File: src/rtl/abp_sender_ack_receiver.sv
// Sender-side ACK frame checker: validates fixed-length ACK frames (zero padding,
// final byte carrying the alternating bit) and reports ack/match/error pulses.
module abp_sender_ack_receiver #(
    parameter int FRAME_LEN = 64
) (
    input  logic        aclk,
    input  logic        aresetn,
    input  logic        s_axis_tvalid,
    output logic        s_axis_tready,
    input  logic        s_axis_tlast,
    input  logic [7:0]  s_axis_tdata,
    input  logic        expected_bit,
    output logic        ack_valid,
    output logic        ack_bit,
    output logic        ack_match,
    output logic        frame_err,
    output logic [15:0] err_count,
    output logic        busy
);

    localparam int IDX_W = $clog2(FRAME_LEN);
    localparam logic [IDX_W-1:0] LAST_IDX = IDX_W'(FRAME_LEN - 1);

    typedef enum logic [1:0] {
        IDLE,
        RECV,
        DISCARD
    } state_t;

    state_t           state_q, state_d;
    logic [IDX_W-1:0] idx_q, idx_d;
    logic             tready_q;
    logic             ack_valid_q, ack_valid_d;
    logic             ack_bit_q, ack_bit_d;
    logic             ack_match_q, ack_match_d;
    logic             frame_err_q, frame_err_d;
    logic [15:0]      err_count_q, err_count_d;
    logic             busy_q, busy_d;
    logic             beat;
    logic             err;

    function automatic logic [15:0] sat_inc16(input logic [15:0] v);
        return (v == 16'hFFFF) ? v : v + 16'd1;
    endfunction

    assign beat = s_axis_tvalid && tready_q;

    always_comb begin
        state_d     = state_q;
        idx_d       = idx_q;
        ack_valid_d = 1'b0;
        ack_bit_d   = ack_bit_q;
        ack_match_d = 1'b0;
        err         = 1'b0;
        if (beat) begin
            case (state_q)
                IDLE, RECV: begin
                    // idx_q is held at 0 in IDLE, so both states share the index rules
                    idx_d = '0;
                    if (idx_q == LAST_IDX) begin
                        if (!s_axis_tlast) begin
                            err     = 1'b1;
                            state_d = DISCARD;
                        end else if (s_axis_tdata[7:1] != 7'd0) begin
                            err     = 1'b1;
                            state_d = IDLE;
                        end else begin
                            ack_valid_d = 1'b1;
                            ack_bit_d   = s_axis_tdata[0];
                            ack_match_d = (s_axis_tdata[0] == expected_bit);
                            state_d     = IDLE;
                        end
                    end else if (s_axis_tdata != 8'h00) begin
                        err     = 1'b1;
                        state_d = s_axis_tlast ? IDLE : DISCARD;
                    end else if (s_axis_tlast) begin
                        err     = 1'b1;
                        state_d = IDLE;
                    end else begin
                        idx_d   = idx_q + 1'b1;
                        state_d = RECV;
                    end
                end
                DISCARD: begin
                    if (s_axis_tlast) begin
                        state_d = IDLE;
                    end
                end
                default: begin
                    state_d = IDLE;
                    idx_d   = '0;
                end
            endcase
        end
        frame_err_d = err;
        err_count_d = err ? sat_inc16(err_count_q) : err_count_q;
        busy_d      = (state_d != IDLE);
    end

    always_ff @(posedge aclk or negedge aresetn) begin
        if (!aresetn) begin
            state_q     <= IDLE;
            idx_q       <= '0;
            tready_q    <= 1'b0;
            ack_valid_q <= 1'b0;
            ack_bit_q   <= 1'b0;
            ack_match_q <= 1'b0;
            frame_err_q <= 1'b0;
            err_count_q <= 16'd0;
            busy_q      <= 1'b0;
        end else begin
            state_q     <= state_d;
            idx_q       <= idx_d;
            tready_q    <= 1'b1;
            ack_valid_q <= ack_valid_d;
            ack_bit_q   <= ack_bit_d;
            ack_match_q <= ack_match_d;
            frame_err_q <= frame_err_d;
            err_count_q <= err_count_d;
            busy_q      <= busy_d;
        end
    end

    assign s_axis_tready = tready_q;
    assign ack_valid     = ack_valid_q;
    assign ack_bit       = ack_bit_q;
    assign ack_match     = ack_match_q;
    assign frame_err     = frame_err_q;
    assign err_count     = err_count_q;
    assign busy          = busy_q;

endmodule

File: config.mk
export PLATFORM = sky130hd
export DESIGN_NAME = abp_sender_ack_receiver
export DESIGN_NICKNAME = d
export VERILOG_FILES = /design/src/rtl/abp_sender_ack_receiver.sv
export SDC_FILE = /design/constraint.sdc
export NUM_CORES = 1
export LEC_CHECK = 0
export CORE_ASPECT_RATIO = 1.75
export CORE_UTILIZATION = 25
export DETAILED_ROUTE_END_ITERATION = 16
export PLACE_DENSITY = 0.52
export SYNTH_ARGS = -nofsm -noshare
export SYNTH_HDL_FRONTEND = slang
export SYNTH_SLANG_ARGS = --single-unit
File: constraint.sdc
create_clock -name aclk -period 2.4 [get_ports aclk]
set_input_delay 0.48 -clock aclk [delete_from_list [all_inputs] [get_ports aclk]]
set_output_delay 0.48 -clock aclk [all_outputs]
set_load 0.02 [all_outputs]
==> flow_summary_export.csv, run 1 <==
group,metric,value,unit
grt,antenna_found_initial,0,
synthesis,synth_area_leaders,"dfrtp_1, xnor2_1, nand3_1",
setup_path,crit_path_end_kind,"flip-flop",
synthesis,synthMuxAreaShare,2.57,%
floorplanning,initial_utilization,26.2,%
power_and_ir_drop,static-leakage-power,0.857,nW
placed_design,dp_hpwl,2620,um
grt,grt_overflow,0,
power_and_ir_drop,powerDensity,648,nW/um^2
layout,diodes,0,
cts,ctsLongestPathBuffers,2,
grt,grt_pass1_wl,5700,um
placed_design,gp_congestion,0.754,
timing,maxSlewHeadroom,58.4,%
flow_run,max_cap_violations,0,
synthesis,synth_compound_area_share,8.22,%
synthesis,yosysTopAreaCellShare,51.4,%
timing,setup_violations,0,
synthesis,synth-seq-area-share,51.4,%
layout,stdcell_count,257,
synthesis,synth_simple_gate_area_share,23.5,%
setup_path,critPathKind,"primary input to flip-flop",
floorplanning,fp.dieH,103,um
routing,first_pass_iters,4,
cts,cts_made_buffers,5,
cts,post_cts_buffers,0,
timing,report.final.hold_viol_count,0,
setup_path,path_max_fanout,4,
synthesis,synth_area,1460,sq um
synthesis,synthXorXnorAreaFrac,11.4,%
routing,wl_per_cell,13.3,um
floorplanning,io_pins,35,
routing,via_per_inst,4.71,
layout,area_delta_synth_final,38.4,%
grt,track_usage,12.5,%
power_and_ir_drop,peakVddDrop,238,uV
cts,clock-sinks,30,
layout,drive_gt1_share,11.0,%
cts,clk_pin_slew_worst_paths,0.07,ns
synthesis,ys_ff_latch,30,
setup_path,cp_data_required_time,2.61,ns
timing,rsz0062_at_grt,"no",
timing,fin_worst_skew,0.00688,ns
routing,vias,1210,
routing,final_antenna_net_count,0,
synthesis,yosysTopAreaCell,"dfrtp_1",
placed_design,preCtsSetupSlack,-0.0714,ns
timing,finalCritPeriodShare,91.2,%
synthesis,postSynthCellCount,134,
grt,grt_max_degree,31,
routing,wirelength,3410,um
setup_path,arrival,2.40,ns
synthesis,synth_warnings,0,
synthesis,synthAdderAreaFrac,1.71,%
setup_path,cp-start-kind,"primary input",
timing,fin_ws,0.212,ns
cts,hold_buffers,0,
routing,dr.first_iter.drc_count,69,
cts,cts-root-buf,"clkbuf_8",
synthesis,synth_top_family_by_area,"simple AND/OR/NAND/NOR gates",
cts,post_cts_resized,0,
floorplanning,rows,36,
synthesis,synth.distinct_cells,35,
timing,drv_slew,0,
timing,fin_crit,2.19,ns
grt,grt_pass1_vias,1257,
timing,max_freq,457,MHz
cts,clk_latency,0.28,ns
timing,worst-slew-pin-transition,0.619,ns
floorplanning,dieArea,6170,sq um
placed_design,dp.cells,249,
floorplanning,coreArea,5590,sq um
placed_design,portBuffers,34,
timing,fin_setup_tns,0,ns
run_status,status,"completed",
cts,h-tree-depth,2,
synthesis,avgSynthCellArea,10.9,sq um
routing,drc,0,
floorplanning,die_w,59.8,um
min_path,hold_path.class,"flip-flop to flip-flop",
layout,final_nets,195,
synthesis,syn_nets,149,
cts,tritoncts,"yes",
area by class of cell:
type	instances	area, sq um
timing repair buffer	40	385
multi-input combinational	102	696
clock buffer	7	86.3
tap	76	95.1
sequential	30	751
inverter	1	3.75
fill	594	3560
clock inverter	1	5.00
final timing paths:
path                       slack, ns  depth (start not counted)             from             to
min reg2reg                     0.49                          1    err_count[11]  err_count[11]
max in group asynchronous       1.51                          2          aresetn   err_count[2]
max reg2reg                     0.49                          5     err_count[9]  err_count[13]
min                             0.49                          1    err_count[11]  err_count[11]
min in group asynchronous       0.59                          2          aresetn   err_count[8]
max                             0.21                          7  s_axis_tdata[5]       idx_q[0]
power by group:
group	switching, mW	leakage (nW)	internal, mW
sequential	0.0555	0.402	0.551
clock	0.191	0.0482	0.231
combinational	0.137	0.407	0.144
total	0.384	0.857	0.926
layer usage:
layer | up-vias | GRT usage, % | part of all wire, %
met2 | 39 | 22.9 | 56
met1 | 594 | 12.8 | 38
li1 | 571 | - | -
met5 | - | 0 | 0
met4 | 0 | 5.37 | 1.8
met3 | 6 | 3.51 | 4.4
placed cells by master, fill, tap and decap left out, types with 2 or more instances in the layout:
cell type | Yosys | final
a211o_1 | 2 | 2
clkdlybuf4s50_1 | 0 | 34
nor2_1 | 9 | 9
nand2_1 | 12 | 12
clkbuf_8 | 0 | 6
o21ai_1 | 2 | 2
mux2_1 | 2 | 2
ha_1 | 2 | 2
o21ai_0 | 2 | 2
nand3_1 | 11 | 11
and2_1 | 2 | 2
xnor2_1 | 15 | 15
o211ai_1 | 2 | 2
nand4_1 | 8 | 8
xor2_1 | 4 | 4
nand2b_1 | 2 | 2
and3_1 | 7 | 7
buf_4 | 0 | 6
dfrtp_1 | 30 | 30
a21oi_1 | 4 | 4
cell families after synthesis:
logic type,count (synthesis)
AO/OA/AOI/OAI,17
XOR/XNOR,19
adder cells (fa/ha/maj),2
buffers and inverters,2
flip-flops,30
multiplexers,3
other,1
AND/OR/NAND/NOR,60
sequential cells by signal, summed over array words and instances, names as in the netlist:
register       flops
err_count         16
idx_q              6
state_q            2
ack_bit            1
ack_match          1
ack_valid          1
busy               1
frame_err          1
s_axis_tready      1
synthesized netlist by cell type:
library cell / count
a211o_1: 2
and4_1: 1
mux2_1: 2
a21o_1: 1
o2bb2ai_2: 1
a311oi_1: 1
and2_1: 2
conb_1: 1
nand4_1: 8
and3_1: 7
buf_6: 1
or4_4: 1
dfrtp_1: 30
mux2_4: 1
o21ai_0: 2
o21ai_1: 2
a211oi_1: 1
xnor2_1: 15
nor4_2: 1
nand2b_1: 2
ha_1: 2
and3b_1: 1
nor3_1: 1
nor2b_1: 1
or2_4: 1
nand3_1: 11
o31a_1: 1
or3_2: 1
nor4_4: 1
a21oi_1: 4
xor2_1: 4
o211ai_1: 2
nand2_1: 12
inv_1: 1
nor2_1: 9
worst max-delay path, stage by stage:
cell and delay, ns:
clkdlybuf4s50_1 0.42, or4_4 0.55, or2_4 0.29, buf_4 0.14, nor4_2 0.33, nor2_1 0.07, a21oi_1 0.12
metrics by stage:
step	power, mW	hold WS, ns	instance area [sq um]	util, %
2_1_floorplan	0.749	0.184	1460	-
3_3_place_gp	0.897	0.482	1930	34.6
3_5_place_dp	0.902	0.483	1930	34.6
4_1_cts	1.33	0.493	2020	36.2
5_1_grt	1.38	0.516	2020	36.2
6_report	1.31	0.489	2020	36.2
No activity file was read; power rests on OpenSTA's default activity.
==> run 2, diff against run 1 <==
Settings changed: CTS_BUF_LIST from default to sky130_fd_sc_hd__clkbuf_4, GPL_ROUTABILITY_DRIVEN from default to 0, RECOVER_POWER from default to 25.
==> flow_summary_export.csv, run 2 (synthesized netlist as in run 1, its figures left out) <==
group,metric,value,unit
timing,rsz0062_at_grt,"no",
cts,cts-root-buf,"clkbuf_4",
power_and_ir_drop,power_frac_comb,23.8,%
floorplanning,fp.dieH,103,um
routing,first_pass_iters,4,
routing,vias,1198,
cts,clk_pin_slew_worst_paths,0.10,ns
routing,wirelength,3370,um
cts,cts_made_buffers,5,
layout,area_delta_synth_final,35.8,%
routing,wl_per_cell,13.1,um
layout,drive_gt1_share,11.0,%
grt,grt_pass1_wl,5680,um
layout,largest_reg_flops,16,
timing,hold_ws,0.498,ns
setup_path,cp_data_required_time,2.67,ns
timing,worst-slew-pin-transition,0.617,ns
run_status,status,"completed",
grt,grt_overflow,0,
timing,finalCritPeriodShare,88.7,%
power_and_ir_drop,pwr-share-seq,51.1,%
setup_path,cp-start-kind,"primary input",
layout,diodes,0,
routing,final_antenna_net_count,0,
flow_run,max_cap_violations,0,
floorplanning,coreArea,5590,sq um
timing,drv_slew,0,
grt,antenna_found_initial,0,
min_path,hold_path.class,"flip-flop to flip-flop",
grt,grt_max_degree,31,
floorplanning,die_w,59.8,um
floorplanning,io_pins,35,
layout,layout_commonest_cell,"clkdlybuf4s50_1",
power_and_ir_drop,peakVddDrop,217,uV
cts,h-tree-depth,2,
placed_design,dp_hpwl,2620,um
cts,ctsLongestPathBuffers,2,
power_and_ir_drop,switching_share,31.2,%
setup_path,arrival,2.39,ns
cts,hold_buffers,0,
floorplanning,initial_utilization,26.2,%
floorplanning,rows,36,
cts,tritoncts,"yes",
setup_path,crit_buf_inv,2,
setup_path,max_stage_delay,0.54,ns
power_and_ir_drop,powerDensity,597,nW/um^2
layout,fill_cells,596,
cts,clk_latency,0.33,ns
placed_design,placed_area,1930,sq um
setup_path,path_cells,"clkdlybuf4s50_1 -> or4_4 -> or2_4 -> buf_4 -> nor4_2 -> nor2_1 -> a21oi_1",
timing,maxSlewHeadroom,58.6,%
routing,dr.first_iter.drc_count,57,
routing,drc,0,
setup_path,critPathKind,"primary input to flip-flop",
power_and_ir_drop,clockPowerShare,25.2,%
setup_path,r2r_slack,0.49,ns
timing,report.final.hold_viol_count,0,
setup_path,path_max_fanout,4,
layout,final_nets,195,
power_and_ir_drop,static-leakage-power,0.842,nW
setup_path,critPathSlowestCell,"or4_4",
layout,finalInstanceArea,1980,sq um
cts,post_cts_buffers,0,
layout,mostFrequentLayoutCells,"clkdlybuf4s50_1, dfrtp_1, xnor2_1",
power_and_ir_drop,p_int,0.815,mW
setup_path,cpLargestDelayFamily,"simple AND/OR/NAND/NOR gates",
cts,clock-sinks,30,
routing,via_per_inst,4.66,
setup_path,crit_path_end_kind,"flip-flop",
placed_design,portBuffers,34,
floorplanning,dieArea,6170,sq um
grt,grt_pass1_vias,1254,
timing,fin_setup_tns,0,ns
grt,track_usage,12.5,%
power_and_ir_drop,power.switching,0.370,mW
timing,fin_worst_skew,0.0121,ns
timing,max_freq,470,MHz
timing,fin_crit,2.13,ns
cts,post_cts_resized,0,
timing,setup_violations,0,
==> run 2: cell count changes in the layout (fill, tap and decap cells not counted) <==
cell / before / now
clkbuf_4: 0 / 6
clkbuf_8: 6 / 0
clkbuf_1: 1 / 0
clkdlybuf4s50_1: 34 / 33
clkinv_1: 0 / 1
dlygate4sd3_1: 0 / 1
==> run 2: worst paths after layout <==
kind / start / end / cells past startpoint
worst min-delay path: err_count[11] / err_count[11] / 1
worst max-delay path: s_axis_tdata[5] / idx_q[0] / 7
min in group asynchronous: aresetn / err_count[8] / 2
max in group asynchronous: aresetn / err_count[2] / 2
worst max register to register: err_count[9] / err_count[13] / 5
worst min register to register: err_count[11] / err_count[11] / 1
==> run 2: area by class of cell <==
cell class	instances	area [sq um]	share of cell area [%]
Sequential cell	30	751	37.8
Multi-Input combinational cell	102	696	35.1
Timing Repair Buffer	40	385	19.4
Tap cell	76	95.1	4.79
Clock buffer	6	45.0	2.27
Clock inverter	2	8.76	0.441
Inverter	1	3.75	0.189
==> run 2: per-stage QoR <==
stage	std cells	utilization, %	setup slack, ns	total power [mW]
floorplan	134	-	0.422	0.749
global placement	249	34.6	-0.0225	0.897
detailed placement	249	34.6	-0.0714	0.902
CTS	257	35.5	0.281	1.21
global route	257	35.5	0.179	1.25
finish	257	35.5	0.272	1.19
==> run 2: power by group through the flow <==
stage	registers, mW	logic, mW	clock network, mW
2_1_floorplan	0.658	0.0917	0
3_3_place_gp	0.616	0.281	0
3_5_place_dp	0.617	0.285	0
4_1_cts	0.607	0.286	0.313
5_1_grt	0.616	0.309	0.329
6_report	0.605	0.282	0.298
==> run 2: per-layer routing <==
metal | share of wire [%] | track usage (%) | vias up | routed length, um
met5 | 0 | 0 | - | 0
met4 | 1.9 | 5.37 | 0 | 64
met3 | 4.4 | 3.51 | 8 | 149
met2 | 55 | 22.8 | 33 | 1860
met1 | 38 | 12.8 | 584 | 1290
li1 | - | - | 573 | -
==> run 2: worst reg2reg max path, stage by stage (launching register included) <==
cell and delay, ns:
dfrtp_1 0.44, and3_1 0.24, and3_1 0.19, a311oi_1 0.57
nand3_1 0.19, xnor2_1 0.17
==> run 3, diff against run 2 <==
Settings changed: MAX_ROUTING_LAYER from default to met4, PLACE_DENSITY 0.52 to default.
==> flow_summary_export.csv, run 3 (synthesized netlist as in run 1, its figures left out) <==
group,metric,value,unit
routing,final_antenna_net_count,0,
cts,cts_made_buffers,5,
timing,worst-slew-pin-transition,0.560,ns
cts,cts-root-buf,"clkbuf_4",
setup_path,path_cells,"clkdlybuf4s50_1 -> or4_4 -> or2_4 -> nor4_4 -> mux2_4",
floorplanning,rows,36,
setup_path,crit_path_end_kind,"flip-flop",
layout,stdcell_count,257,
floorplanning,io_pins,35,
floorplanning,fp.dieH,103,um
grt,antenna_found_initial,0,
setup_path,path_max_fanout,5,
grt,grt_pass1_vias,1124,
grt,grt_overflow,0,
layout,fin_util,35.5,%
routing,drc,0,
setup_path,cp-start-kind,"primary input",
setup_path,arrival,2.31,ns
cts,ctsLongestPathBuffers,2,
timing,rsz0062_at_grt,"no",
routing,dr.first_iter.drc_count,35,
cts,clock-sinks,30,
floorplanning,dieArea,6170,sq um
timing,fin_setup_tns,0,ns
routing,wl_per_cell,11.8,um
timing,setup_violations,0,
power_and_ir_drop,p_total,1.17,mW
cts,tritoncts,"yes",
timing,maxSlewHeadroom,62.4,%
routing,vias,1154,
flow_run,max_cap_violations,0,
power_and_ir_drop,static-leakage-power,0.844,nW
cts,clk_latency,0.33,ns
cts,clk_pin_slew_worst_paths,0.10,ns
setup_path,max_stage_delay,0.54,ns
layout,largest_reg_flops,16,
layout,mostFrequentLayoutCells,"clkdlybuf4s50_1, dfrtp_1, xnor2_1",
timing,drv_slew,0,
floorplanning,coreArea,5590,sq um
setup_path,crit_buf_inv,1,
placed_design,portBuffers,34,
setup_path,cpLargestDelayFamily,"simple AND/OR/NAND/NOR gates",
routing,via_per_inst,4.49,
min_path,hold_path.class,"flip-flop to flip-flop",
cts,h-tree-depth,2,
run_status,status,"completed",
power_and_ir_drop,powerDensity,591,nW/um^2
setup_path,critPathSlowestCell,"or4_4",
layout,drive_gt1_share,11.0,%
layout,final_nets,195,
layout,layout_commonest_cell,"clkdlybuf4s50_1",
routing,first_pass_iters,4,
cts,post_cts_buffers,0,
timing,fin_ws,0.313,ns
placed_design,dp_hpwl,2300,um
grt,grt_max_degree,31,
timing,report.final.hold_viol_count,0,
timing,finalCritPeriodShare,87.0,%
power_and_ir_drop,peakVddDrop,239,uV
placed_design,preCtsSetupSlack,-0.0469,ns
floorplanning,initial_utilization,26.2,%
timing,fin_worst_skew,0.0135,ns
timing,max_freq,479,MHz
layout,area_delta_synth_final,35.8,%
floorplanning,die_w,59.8,um
setup_path,critPathKind,"primary input to flip-flop",
grt,grt_pass1_wl,5180,um
layout,diodes,0,
cts,post_cts_resized,0,
routing,wirelength,3030,um
grt,track_usage,11.5,%
timing,fin_crit,2.09,ns
cts,hold_buffers,0,
setup_path,cp_data_required_time,2.63,ns
placed_design,dp.cells,249,
==> run 3: cell counts in the layout (fill, tap and decap cells not counted) <==
No cell type changed its count.
==> run 3: where the power goes <==
| part | switching, mW | leakage [nW] | total, mW | internal, mW |
|---|---|---|---|---|
| Sequential | 0.0553 | 0.402 | 0.605 | 0.550 |
| Combinational | 0.136 | 0.409 | 0.277 | 0.142 |
| Clock | 0.170 | 0.0331 | 0.291 | 0.121 |
==> run 3: through the flow <==
stage | area (sq um) | hold WS, ns
floorplan | 1460 | 0.184
CTS | 1980 | 0.501
global placement | 1930 | 0.481
global route | 1980 | 0.537
detailed placement | 1930 | 0.489
finish | 1980 | 0.499
==> run 3: final cells by class <==
type                    instances  area, sq um
fillers                       611         3600
flip-flops and latches         30          751
multi-input cells             102          696
repair buffers                 40          385
well taps                      76         95.1
clock buffers                   6         45.0
clock inverters                 2         8.76
inverters                       1         3.75
==> run 3: worst paths after layout <==
path,cells after the start,start,end,slack (ns)
worst min-delay path,1,idx_q[0],idx_q[0],0.50
max in group asynchronous,2,aresetn,frame_err,1.50
worst max-delay path,5,s_axis_tdata[5],ack_bit,0.31
min in group asynchronous,2,aresetn,idx_q[5],0.61
worst max register to register,5,err_count[9],err_count[11],0.56
worst min register to register,1,idx_q[0],idx_q[0],0.50
==> run 3: worst reg2reg max path, stage by stage, from the launching register on <==
cell      delay [ns]
dfrtp_1         0.45
and3_1          0.24
and3_1          0.19
a311oi_1        0.52
nand4_1         0.18
xnor2_1         0.15
==> run 3: routing by layer <==
| metal | part of all wire (%) | global-route usage, % |
|---|---|---|
| met5 | 0 | - |
| met4 | 1.7 | 4.29 |
| met3 | 3.7 | 3.51 |
| met2 | 54 | 19.4 |
| met1 | 40 | 12.5 |
